**src/rtl/bkt_lvl_finder.sv**
```systemverilog
// Initiator of the per-level find/backtrack handshake for the level state list.
// It broadcasts the search head, collects the one-hot findindex and bin, pulses apply, and reports the result.
module bkt_lvl_finder #(
  parameter int NUM_LVLS     = 32,
  parameter int WIDTH_LVL    = 16,
  parameter int WIDTH_BIN_ID = 10,
  parameter int WIDTH_IDX    = 5
) (
  input  logic                    clk,
  input  logic                    rst,
  input  logic                    start_i,
  input  logic [WIDTH_LVL-1:0]    max_lvl_i,
  input  logic                    flush_i,
  output logic                    ready_o,
  output logic [1:0]              findflag_head_o,
  output logic [WIDTH_LVL-1:0]    max_lvl_o,
  input  logic [NUM_LVLS-1:0]     findindex_i,
  input  logic [WIDTH_BIN_ID-1:0] bkt_bin_i,
  output logic                    apply_bkt_o,
  output logic                    done_o,
  input  logic                    ack_i,
  output logic                    found_o,
  output logic [WIDTH_IDX-1:0]    bkt_lvl_o,
  output logic [WIDTH_BIN_ID-1:0] bkt_bin_o,
  output logic                    err_o
);

  typedef enum logic [2:0] {
    S_IDLE,
    S_FIND,
    S_BIN,
    S_APPLY,
    S_DONE
  } state_t;

  localparam logic [1:0] HEAD_OFF = 2'd2;
  localparam logic [1:0] HEAD_ON  = 2'd0;

  state_t state;

  // Index of the highest set bit; the top-most cell wins if several respond.
  function automatic logic [WIDTH_IDX-1:0] hi_idx(input logic [NUM_LVLS-1:0] v);
    logic [WIDTH_IDX-1:0] r;
    r = '0;
    for (int i = 0; i < NUM_LVLS; i++) begin
      if (v[i]) r = WIDTH_IDX'(i);
    end
    return r;
  endfunction

  function automatic logic multi_hot(input logic [NUM_LVLS-1:0] v);
    return (v & (v - NUM_LVLS'(1))) != '0;
  endfunction

  assign ready_o = (state == S_IDLE);

  always_ff @(posedge clk or negedge rst) begin
    if (!rst) begin
      state           <= S_IDLE;
      findflag_head_o <= HEAD_OFF;
      max_lvl_o       <= '0;
      apply_bkt_o     <= 1'b0;
      done_o          <= 1'b0;
      found_o         <= 1'b0;
      bkt_lvl_o       <= '0;
      bkt_bin_o       <= '0;
      err_o           <= 1'b0;
    end else if (flush_i && state != S_APPLY) begin
      // Once the apply pulse is out the cells have already changed, so APPLY always completes.
      state           <= S_IDLE;
      findflag_head_o <= HEAD_OFF;
      apply_bkt_o     <= 1'b0;
      done_o          <= 1'b0;
      found_o         <= 1'b0;
      err_o           <= 1'b0;
    end else begin
      case (state)
        S_IDLE: begin
          if (start_i) begin
            state           <= S_FIND;
            max_lvl_o       <= max_lvl_i;
            found_o         <= 1'b0;
            err_o           <= 1'b0;
            findflag_head_o <= HEAD_ON;
          end
        end
        S_FIND: begin
          if (findindex_i == '0) begin
            found_o         <= 1'b0;
            bkt_lvl_o       <= '0;
            bkt_bin_o       <= '0;
            findflag_head_o <= HEAD_OFF;
            done_o          <= 1'b1;
            state           <= S_DONE;
          end else begin
            found_o   <= 1'b1;
            bkt_lvl_o <= hi_idx(findindex_i);
            err_o     <= multi_hot(findindex_i);
            state     <= S_BIN;
          end
        end
        S_BIN: begin
          bkt_bin_o   <= bkt_bin_i;
          apply_bkt_o <= 1'b1;
          state       <= S_APPLY;
        end
        S_APPLY: begin
          apply_bkt_o     <= 1'b0;
          findflag_head_o <= HEAD_OFF;
          done_o          <= 1'b1;
          state           <= S_DONE;
        end
        S_DONE: begin
          if (ack_i) begin
            done_o <= 1'b0;
            state  <= S_IDLE;
          end
        end
        default: begin
          state           <= S_IDLE;
          findflag_head_o <= HEAD_OFF;
          apply_bkt_o     <= 1'b0;
          done_o          <= 1'b0;
        end
      endcase
    end
  end

endmodule

```
**config.mk**
```make
export PLATFORM = sky130hd
export DESIGN_NAME = bkt_lvl_finder
export DESIGN_NICKNAME = d
export VERILOG_FILES = /design/src/rtl/bkt_lvl_finder.sv
export SDC_FILE = /design/constraint.sdc
export NUM_CORES = 1
export LEC_CHECK = 0
export CAP_MARGIN = 20
export CORE_MARGIN = 3
export CORE_UTILIZATION = 42
export DETAILED_ROUTE_END_ITERATION = 7
export GPL_TIMING_DRIVEN = 0
export PLACE_DENSITY = 0.81
export SLEW_MARGIN = 20
export SYNTH_ARGS = -nofsm -noshare
export SYNTH_HDL_FRONTEND = slang
export SYNTH_SLANG_ARGS = --single-unit
```
**constraint.sdc**
```tcl
create_clock -name clk -period 2 [get_ports clk]
set_input_delay 0.5 -clock clk [delete_from_list [all_inputs] [get_ports clk]]
set_output_delay 0.5 -clock clk [all_outputs]
set_load 0.03 [all_outputs]
```
Word level (Yosys, flattened, before mapping)
Cells that the tools add are included.
{"block": "word_totals", "reg_bits": 40, "input_bits": 63, "output_inout_bits": 38, "wordCells": 98}
{"block": "classes", "add_sub_neg": 1, "eq_ne": 13, "mux": 56, "bitwise": 2, "n_reduce_logical": 17}
{"cell": "2-to-1 mux 5 bit", "n": 31}
{"cell": "bitwise AND 32 bit", "n": 1}
{"cell": "logical NOT 32 bit", "n": 1}
{"cell": "nonzero test 32 bit", "n": 1}
{"cell": "subtractor 32 x 1 -> 32 bit (second input constant)", "n": 1}
{"cell": "case mux 10 bit (2 select lines)", "n": 1}
{"cell": "case mux 3 bit (5 select lines)", "n": 1}
{"cell": "AND reduction 3 bit", "n": 5}
{"cell": "2-to-1 mux 3 bit", "n": 4}
{"cell": "2-to-1 mux 1 bit", "n": 10}
{"cell": "2-to-1 mux 10 bit", "n": 1}
{"cell": "inequality test 3 bit (second input constant)", "n": 3}
{"cell": "== test 3 x 2 -> 1 bit (second input constant)", "n": 2}
{"cell": "2-to-1 mux 2 bit", "n": 3}
{"cell": "inequality test 2 x 1 -> 1 bit (second input constant)", "n": 3}
{"cell": "inequality test 3 x 2 -> 1 bit (second input constant)", "n": 2}
{"cell": "case mux 1 bit (2 select lines)", "n": 3}
{"cell": "case mux 2 bit (3 select lines)", "n": 1}
{"cell": "AND reduction 2 bit", "n": 3}
{"cell": "case mux 1 bit (4 select lines)", "n": 1}
{"cell": "OR reduction 2 bit", "n": 2}
{"cell": "== test 3 x 1 -> 1 bit (second input constant)", "n": 1}
{"cell": "== test 3 bit (second input constant)", "n": 1}
{"cell": "logical NOT 3 bit", "n": 1}
{"cell": "other kinds (6)", "n": 6}

Logic depth before layout (Yosys ltp)
{"block": "depth", "word_depth": 32, "depth_mapped": 7, "depth_no_buf": 6}

Worst setup path before layout
Ideal clock, no wire load.
{"block": "synth_timing", "kind": "input -> register", "start": "input findindex_i[26]", "end": "register bkt_bin_o[0]", "setup_ps": 121, "t_arrival_ps": 2000, "required_time_ps": 1879, "setup_slack_ps": -121, "cell_stages": 7, "n_path_buf": 1, "cell_sequence": "buf_2 > nor4_1 > nand3_1 > or3_4 > o21ai_4 > nand3_4 > a22o_1"}
{"block": "synth_between", "elab_chain_cells": 3}
{"element": "start: declaration", "line_no": "17", "rtl": "input logic [NUM_LVLS-1:0] findindex_i,"}
{"element": "logical NOT 32 bit", "line_no": "88", "rtl": "if (findindex_i == '0) begin"}
{"element": "inequality test 2 bit (no line)"}
{"element": "AND reduction 3 bit (no line)"}
{"element": "end signal: assignment", "line_no": "103", "rtl": "bkt_bin_o <= bkt_bin_i;"}
{"element": "end: declaration", "line_no": "24", "rtl": "output logic [WIDTH_BIN_ID-1:0] bkt_bin_o,"}
Every way passes these cells.
A chain may end at the register's enable or synchronous reset.

Worst setup path after layout
{"block": "layout_timing", "start": "input findindex_i[0]", "end": "register bkt_bin_o[7]"}
The elaborated chain is that of the path after synthesis.

==> results.toml <==
[outcome]
status = "complete, no violations"

[power_and_ir_drop]
power.density_mw_per_mm2 = 971
intPower_uw = 2140
switchingPower_uw = 1350
seqPwrFrac_pct = 34.3
switching_share_pct = 38.7
vdd_drop_max_uv = 537
power_frac_comb_pct = 49.1
p_total_uw = 3490
power.share.clock_pct = 16.6
leakage_uw = 0.00147

[timing]
min_period_over_period_pct = 97.7
hold_viol_final = 0
clock.fmax_mhz = 512
setup_slack_ns = 0.0467
drv_slew = 0
finalClockSkew_ns = 0.00564
period_minus_slack_ns = 1.95
setup_tns_ns = 0
setup_viol_count_final = 0

[finish]
nets = 417
final_cell_area_sq_mm = 0.00359
synthToLayoutAreaGrowth_pct = 59.5
final_util_pct = 69.9
drive_above_1_share_pct = 26.8
antenna_cells = 0

[clock_tree]
cts_root_buf = "clkbuf_8"
cts_num_sinks = 39
cts_made_buffers = 5
clk_latency_ns = 0.29
clk_pin_slew_ns = 0.07
hold_buffers = 0
clk_path_buf_depth = 2
htree_levels = 2
cts_tree = "yes"

[synthesis]
syn_nets = 297
async_flop_share_pct = 100
yosysTopAreaCell = "dfrtp_1"
ys_top_cells_by_area = "dfrtp_1 42%, mux2_2 8.0%, a22o_1 3.9%, a21oi_1 3.8%, nand2_1 3.5%"
synthMostInstantiatedCell = "dfrtp_1"
yosys_warnings = 0
yosysSeqAreaShare_pct = 43.4
ys_seq_elements = 39
synth.avg_cell_area_sq_um = 9.62
synth_edf_count = 0
netlist_instances = 234
syn_area_sq_mm = 0.00225
yosys.cell_types.count = 51
synth_top_area_share_pct = 42.2
yosys-top-cells-count = "38 x dfrtp_1, 21 x nand2_1, 20 x nor2_1"
synthFlopType = "dfrtp_1"

[setup_path]
cpPeakStageDelay_ns = 0.44
worst_path_dominant_cell_family = "simple AND/OR/NAND/NOR gates"
cp-start-kind = "input pin"
crit_type = "in -> reg"
path_max_fanout = 5
end_kind = "register"
crit_slowest_cell = "or3_4"
cp.arrival_ns = 2.13
cp.required_ns = 2.18
path_buf_inv = 1
crit_chain = "buf_4, nor4_4, nand4_2, or3_4, o21ai_4, nand3_4, a22o_1"

[floorplanning]
initial_core_util_pct = 43.8
die_height_um = 79.2
ioPinCount = 101
die_w_um = 79.2
design.core.area_sq_mm = 0.00514
die_area_sq_mm = 0.00627
placementRows = 26

[detailed_routing]
drc_errors = 0
num_vias = 2339
ant_nets = 0
drt-vias-per-instance = 5.50
drtPass1Iterations = 4
drt_iter0_markers = 196
routed_wl_mm = 6.77
wire_per_inst_um = 15.9

[global_routing]
grt_max_degree = 34
grt_overflow = 0
grtUsageTotal_pct = 21.7
antenna_found_initial = 0
grt_pass1_vias = 2241
grt_pass1_wl_mm = 10.8

[hold_path]
min_path_type = "in -> async"

[placed_design]
pre_cts_slack_ns = -0.829
placed_area_sq_mm = 0.00335
portBuffers = 97
routabilityCongestion = 0.855
dp_hpwl_mm = 5.01

[run]
max-cap-violations = 0
-- kinds of logic after synthesis --
logic type	Yosys count	synth area share [%]
other cells	1	0.167
fa+ha+maj	1	0.445
buf+inv	18	3.22
simple gates	84	21.2
compound gates	75	23.5
mux	16	8.00
flops	39	43.4
-- stage by stage --
stage / hold WS [ns] / instances
floorplan: 0.204 / 234
global placement: 0.458 / 401
detailed placement: 0.357 / 402
CTS: 0.0377 / 425
global route: 0.0362 / 425
finish: 0.0415 / 425
-- layer usage --
| metal | track usage, % | share of wire, % |
|---|---|---|
| met3 | 4.42 | 8.2 |
| met1 | 27.9 | 41 |
| met4 | 6.53 | 1.4 |
| met5 | 0 | 0 |
| met2 | 36.9 | 49 |
-- power groups by stage --
stage          combinational (uW)  sequential [uW]  clock [uW]
2_1_floorplan                 375             1730           0
3_3_place_gp                 1680             1190           0
3_5_place_dp                 1710             1210           0
4_1_cts                      1720             1190         601
5_1_grt                      1800             1230         637
6_report                     1710             1190         580
-- sequential cells by signal, summed over array words and instances, names as in the netlist --
register and count:
found_o 1, bkt_lvl_o 5, done_o 1, bkt_bin_o 10, state 3, apply_bkt_o 1, err_o 1, findflag_head_o 1
max_lvl_o 16
-- layout make-up --
class / count / area (sq um)
plain buffers: 8 / 57.6
clock buffers: 7 / 96.3
clock inverters: 1 / 7.51
fillers: 420 / 1550
inverters: 10 / 37.5
multi-input cells: 178 / 1350
flip-flops and latches: 39 / 977
well taps: 70 / 87.6
repair buffers: 112 / 982
-- placed cells by master (no fill, tap or decap), drive strengths merged, types with 2 or more instances in the layout --
cell and n:
mux2 16, nor3 13, a21oi 17, clkbuf 26, nor2 20, a2111oi 2, a22o 10, nand2 22
or2 2, o2111ai 2, o21ai 13, o31ai 3, buf 30, or3 3, a211oi 4, o211ai 2
o22a 2, nand4 3, a21boi 2, a22oi 2, inv 10, nand2b 4, dfrtp 38, clkdlybuf4s50 64
o21a 2, nand3 8, o22ai 3, o21bai 2, nor4 9, dlygate4sd2 7
-- path summary, 6_finish.rpt --
kind / start / endpoint / slack (ns) / cells after the start
hold / removal: rst / max_lvl_o[5] / 0.04 / 1
min in group clk: bkt_lvl_o[3] / bkt_lvl_o[3] / 0.48 / 2
hold reg to reg: bkt_lvl_o[3] / bkt_lvl_o[3] / 0.48 / 2
max in group asynchronous: rst / findflag_head_o[1] / 1.48 / 2
setup reg to reg: state[1] / state[2] / 0.16 / 6
setup / recovery: findindex_i[0] / bkt_bin_o[7] / 0.05 / 7
-- timing repair --
| item | in CTS | in global routing |
|---|---|---|
| resized for setup | 75 | 61 |
| buffers inserted | 14 | 0 |
| pin swaps | 26 | 19 |
| setup endpoints to repair | 29 | 25 |
| gates cloned | 1 | 0 |
| hold endpoints to repair | 0 | 0 |
No activity file was read; power rests on OpenSTA's default activity.
